File: src/rtl/day01_rotation_parser.sv
// day01_rotation_parser
//
// Byte-stream front end for the Day 1 dial solver. It consumes ASCII puzzle
// input one byte per cycle and parses lines of the form
// <'L'|'R'><decimal count>'\n'. Each well-formed line becomes one rotation
// command on a valid/ready output port.
//
// Ports:
//   clk, rst          clock; synchronous active-high reset
//   in_valid/in_data  input byte stream (in_data is ASCII)
//   in_ready          byte accepted when in_valid && in_ready; depends on state only
//   out_valid         command available; held until out_ready
//   out_dir           0 = 'L', 1 = 'R'
//   out_steps         parsed count, saturated at 0xFFFFFFFF
//   out_ready         downstream accepts the command
//   record_count      commands handed off, wraps modulo 2^16
//   err_syntax        sticky: unexpected byte seen
//   err_overflow      sticky: a count exceeded 2^32-1
module day01_rotation_parser (
  input  logic        clk,
  input  logic        rst,
  input  logic        in_valid,
  input  logic [7:0]  in_data,
  output logic        in_ready,
  output logic        out_valid,
  output logic        out_dir,
  output logic [31:0] out_steps,
  input  logic        out_ready,
  output logic [15:0] record_count,
  output logic        err_syntax,
  output logic        err_overflow
);

  typedef enum logic [1:0] {
    S_IDLE,
    S_DIGITS,
    S_EMIT,
    S_SKIP
  } state_t;

  localparam logic [7:0] CH_L  = 8'h4C;
  localparam logic [7:0] CH_R  = 8'h52;
  localparam logic [7:0] CH_LF = 8'h0A;
  localparam logic [7:0] CH_CR = 8'h0D;

  state_t      state;
  logic [31:0] acc;
  logic        nd;
  logic        dir;

  // acc*10 + d at 36 bits. The product of a 32-bit value and 10 always fits,
  // so any bit above bit 31 means overflow and the result saturates.
  // Returns {overflow, value}.
  function automatic logic [32:0] mac_sat(input logic [31:0] a, input logic [3:0] d);
    logic [35:0] p;
    p = ({4'd0, a} * 36'd10) + {32'd0, d};
    if (p[35:32] != 4'd0) begin
      return {1'b1, 32'hFFFF_FFFF};
    end
    return {1'b0, p[31:0]};
  endfunction

  logic        take;
  logic        is_digit;
  logic [32:0] mac_res;

  assign in_ready = (state != S_EMIT);
  assign take     = in_valid && in_ready;
  assign is_digit = (in_data >= 8'h30) && (in_data <= 8'h39);
  assign mac_res  = mac_sat(acc, in_data[3:0]);

  always_ff @(posedge clk) begin
    if (rst) begin
      state        <= S_IDLE;
      acc          <= '0;
      nd           <= 1'b0;
      dir          <= 1'b0;
      out_valid    <= 1'b0;
      out_dir      <= 1'b0;
      out_steps    <= '0;
      record_count <= '0;
      err_syntax   <= 1'b0;
      err_overflow <= 1'b0;
    end else begin
      case (state)
        S_IDLE: begin
          if (take) begin
            if (in_data == CH_L || in_data == CH_R) begin
              dir   <= (in_data == CH_R);
              acc   <= '0;
              nd    <= 1'b0;
              state <= S_DIGITS;
            end else if (in_data != CH_LF && in_data != CH_CR) begin
              err_syntax <= 1'b1;
              state      <= S_SKIP;
            end
          end
        end

        S_DIGITS: begin
          if (take) begin
            if (is_digit) begin
              acc <= mac_res[31:0];
              nd  <= 1'b1;
              if (mac_res[32]) begin
                err_overflow <= 1'b1;
              end
            end else if (in_data == CH_LF) begin
              if (nd) begin
                out_steps <= acc;
                out_dir   <= dir;
                out_valid <= 1'b1;
                state     <= S_EMIT;
              end else begin
                // Direction letter with no count: drop the line.
                err_syntax <= 1'b1;
                state      <= S_IDLE;
              end
            end else if (in_data != CH_CR) begin
              err_syntax <= 1'b1;
              state      <= S_SKIP;
            end
          end
        end

        S_EMIT: begin
          if (out_ready) begin
            out_valid    <= 1'b0;
            record_count <= record_count + 16'd1;
            state        <= S_IDLE;
          end
        end

        S_SKIP: begin
          // Resynchronise on the next line; the '\n' itself is consumed.
          if (take && in_data == CH_LF) begin
            state <= S_IDLE;
          end
        end

        default: state <= S_IDLE;
      endcase
    end
  end

endmodule

File: config.mk
export PLATFORM = sky130hd
export DESIGN_NAME = day01_rotation_parser
export DESIGN_NICKNAME = d
export VERILOG_FILES = /design/src/rtl/day01_rotation_parser.sv
export SDC_FILE = /design/constraint.sdc
export NUM_CORES = 1
export LEC_CHECK = 0
export BUFFER_PORTS_ARGS = -buffer_cell sky130_fd_sc_hd__buf_4
export CORE_ASPECT_RATIO = 1.5
export CORE_MARGIN = 2
export CORE_UTILIZATION = 55
export CTS_CLUSTER_DIAMETER = 60
export DETAILED_ROUTE_END_ITERATION = 10
export PLACE_DENSITY = 0.86
export SYNTH_ARGS = -nofsm -noshare
export SYNTH_HDL_FRONTEND = slang
export SYNTH_SLANG_ARGS = --single-unit
File: constraint.sdc
create_clock -name clk -period 7.15 [get_ports clk]
set_input_delay 0.715 -clock clk [delete_from_list [all_inputs] [get_ports clk]]
set_output_delay 0.715 -clock clk [all_outputs]
set_load 0.02 [all_outputs]
==> results.txt <==
----------------------------------------------------
[Global routing]
  Global-route wire length before repair ... between 20 and 30 mm
  Final global-route overflow total ... 0
  GRT Total Usage ... 26.27%
  Vias in the first global route ... between 6000 and 7000
  Maximum number of pins on one net before global-route repair ... 86
  Initial antenna violation count ... 0

[Clock tree]
  Resized cells post-CTS ... 0
  Clock input transition at the sequential cells of the worst setup and hold paths ... around 0.070 ns
  Total clock sinks ... 88
  Root Driver ... clkbuf_16
  TritonCTS clock tree ... built
  Number of hold-repair buffers added at the cts stage ... 0
  Source-to-sink clock delay at the later pin of the worst-skew pair ... 0.34 ns
  Total CTS buffers ... 9
  Post CTS Setup Buffer Count ... 0
  Clock tree buffer depth ... 2
  Depth of the CTS H-tree ... 3

[Layout]
  Most common cell after layout, fill and taps aside ... nand2_1
  Relative area change from synthesis to final layout ... 12.26%
  Fill cell instance count of the final layout ... between 1000 and 1500
  Net count reported at finish ... 969
  Fraction of layout cells with a size suffix above 1 ... 12.61%
  Commonest cells after routing, fill and taps aside ... 159 x nand2_1, 89 x a21oi_1, 88 x dfxtp_1, 68 x buf_4, 64 x ha_1
  Number of inserted diodes ... 0
  Fin cells ... 1049
  Design area ... 0.007458 sq mm

[STA]
  Pins Over Slew Limit ... 0
  Worst Hold Margin ... 0.4548 ns
  Finish-stage setup viols ... 0
  Transition time at the pin with the least slew margin ... 1.089 ns
  Setup clock skew after layout ... 0.009329 ns
  Max Clock Freq ... 188.2 MHz
  Worst slew margin ... 25.87%
  Unrepaired setup endpoints after global routing ... no
  Final critical delay including setup and external delays ... 5.314 ns
  Setup Total Neg Slack ... 0 ns
  Final Cycle Share ... 74.32%
  Total count of hold-check failures in the final report ... 0

[Power and ir drop]
  Post-route total power ... 1042 uW
  Static leakage ... roughly 0.003 uW
  Pwr dens ... 139.7 mW/mm^2
  Worst vdd ir ... 101.8 uV

[Yosys]
  Most used flip-flop cell after synthesis ... dfxtp_1
  Post-synthesis sequential element count ... 88
  Number of enable flip-flop cells after synthesis ... 0
  Fraction of the yosys area taken by sequential cells ... roughly a quarter
  Syn_area_per_cell ... 7.762 sq um
  Unique masters post-synth ... 67
  Syn_nets ... 934
  Warning count from the yosys run ... 0
  Synthesized area ... about 0.0066 sq mm
  Post-Synthesis Cells ... 856
  FFs w/ async S/R, synth ... 0%

[Drt]
  DR pass1 iterations ... 5
  Routed Wire Length ... about 18 mm
  Initial DRC count ... 472
  Post-detailed-route DRC marker count ... 0
  Ratio of routed vias to standard cells ... 6.264
  Per-cell routed wire length ... 16.69 um
  Antenna Nets Post-Route ... 0
  Via total after detailed routing ... 6571

[Setup path]
  Kind of critical path ... flop to flop
  Required time of the worst setup path ... 7.32 ns
  Cell occurring most often along the worst timing path ... ha_1
  Critical-path top delay cell ... mux2i_4
  Maximum fanout along the worst path ... 28
  Largest stage delay on the critical path ... 0.98 ns
  Critical Path End Type ... flop
  Startpoint types ... flop
  Data arrival time of the critical path ... 5.48 ns
  Cell-by-cell listing of the critical path ... ha_1, ha_1, a21oi_2, o22ai_1, or4b_2, o21a_1, a41oi_1, xnor2_1, nand4_1, nor4_4, mux2i_4, a221oi_1

[Floorplanning]
  Die area ... 0.01299 sq mm
  Count of standard-cell rows ... between 40 and 50
  Die X-Extent ... 93.74 um
  Floorplan core area ... ~0.012 sq mm
  Initial core utilization ... a little under three fifths
  Top-level port count ... 65
  Height of the die ... between 100 and 150 um

[Status]
  Result of the run ... completed

[Placed design]
  GP Congestion ... between 1 and 1.5
  Post-placement cell count ... 1033
  Detailed-placement wirelength estimate ... 13.04 mm
  Buffers on Ports ... 64
  Placed cell areas ... 0.007166 sq mm

[Worst hold path]
  Class of the worst hold path ... flop to flop

[Job]
  Max cap viols ... 0

----------------------------------------------------
[synthesized netlist by cell type, drive strengths merged, types with 19 or more instances]
master | count | area (sq um)
xnor2 | 36 | 315.3
a221oi | 21 | 259.0
ha | 64 | 800.8
a21o | 19 | 142.6
nand3 | 20 | 100.1
o21ai | 26 | 130.1
nand2 | 159 | 596.8
clkbuf | 30 | 112.6
nor3 | 19 | 95.09
xor2 | 19 | 166.4
nor2 | 54 | 202.7
a21oi | 90 | 454.2
dfxtp | 88 | 1762
[where the power goes]
group / internal (uW) / total (uW) / switching (uW)
Sequential: 497 / 510 / 13.5
Combinational: 29.9 / 72.6 / 42.7
Clock: 259 / 459 / 200
Total: 786 / 1040 / 256
[final timing paths]
path / from / end / slack [ns] / depth (start not counted)
min: out_steps[10]$_SDFFE_PP0P_ / out_steps[10]$_SDFFE_PP0P_ / 0.45 / 2
max: acc[9]$_SDFFE_PP0P_ / acc[8]$_SDFFE_PP0P_ / 1.84 / 12
max reg2reg: acc[9]$_SDFFE_PP0P_ / acc[8]$_SDFFE_PP0P_ / 1.84 / 12
min reg2reg: out_steps[10]$_SDFFE_PP0P_ / out_steps[10]$_SDFFE_PP0P_ / 0.45 / 2
[registers in the layout (all words and copies together), names as in the netlist]
| signal | cells |
|---|---|
| err_overflow | 1 |
| out_dir | 1 |
| out_valid | 1 |
| dir | 1 |
| state | 2 |
| acc | 32 |
| err_syntax | 1 |
| out_steps | 32 |
| record_count | 16 |
| nd | 1 |
[stage by stage]
stage | setup WS, ns | util, %
4_1_cts | 1.918 | 62.71
2_1_floorplan | 2.865 | -
3_3_place_gp | 2.005 | 60.25
3_5_place_dp | 1.938 | 60.25
5_1_grt | 1.482 | 62.71
6_report | 1.836 | 62.71
[cell type report]
type | count | area [sq um] | share of cell area (%)
clock buffer | 12 | 256.5 | 3.439
clock inverter | 4 | 36.28 | 0.4865
inverter | 17 | 63.81 | 0.8556
multi-input combinational | 707 | 4638 | 62.19
sequential | 88 | 1762 | 23.62
tap | 153 | 191.4 | 2.567
timing repair buffer | 68 | 510.5 | 6.844
[cell families after synthesis]
family / after synthesis / share of synthesized area [%]
DFF: 88 / 26.52
muxes: 7 / 1.130
and+or+nand+nor: 346 / 24.63
AOI/OAI and AO/OA: 233 / 24.01
xor gates and xnor gates: 55 / 7.250
adders and majority gates: 66 / 12.66
buffers and inverters: 61 / 3.804
[metal layers]
layer / GRT usage (%) / part of all wire (%) / vias up
li1: - / - / 3192
met1: 29.90 / 39 / 3079
met2: 47.82 / 52 / 251
met3: 3.207 / 5.3 / 49
met4: 11.82 / 3.3 / 0
met5: 0 / 0 / -
[critical path, delay by kind of cell (launching register included)]
kind / cells / cell delay (ns)
AOI/OAI and AO/OA: 5 / 1.36
xor gates and xnor gates: 1 / 0.25
muxes: 1 / 0.98
and+or+nand+nor: 3 / 1.43
adders and majority gates: 2 / 0.68
DFF: 1 / 0.44
(Power assumes the default switching activity.)
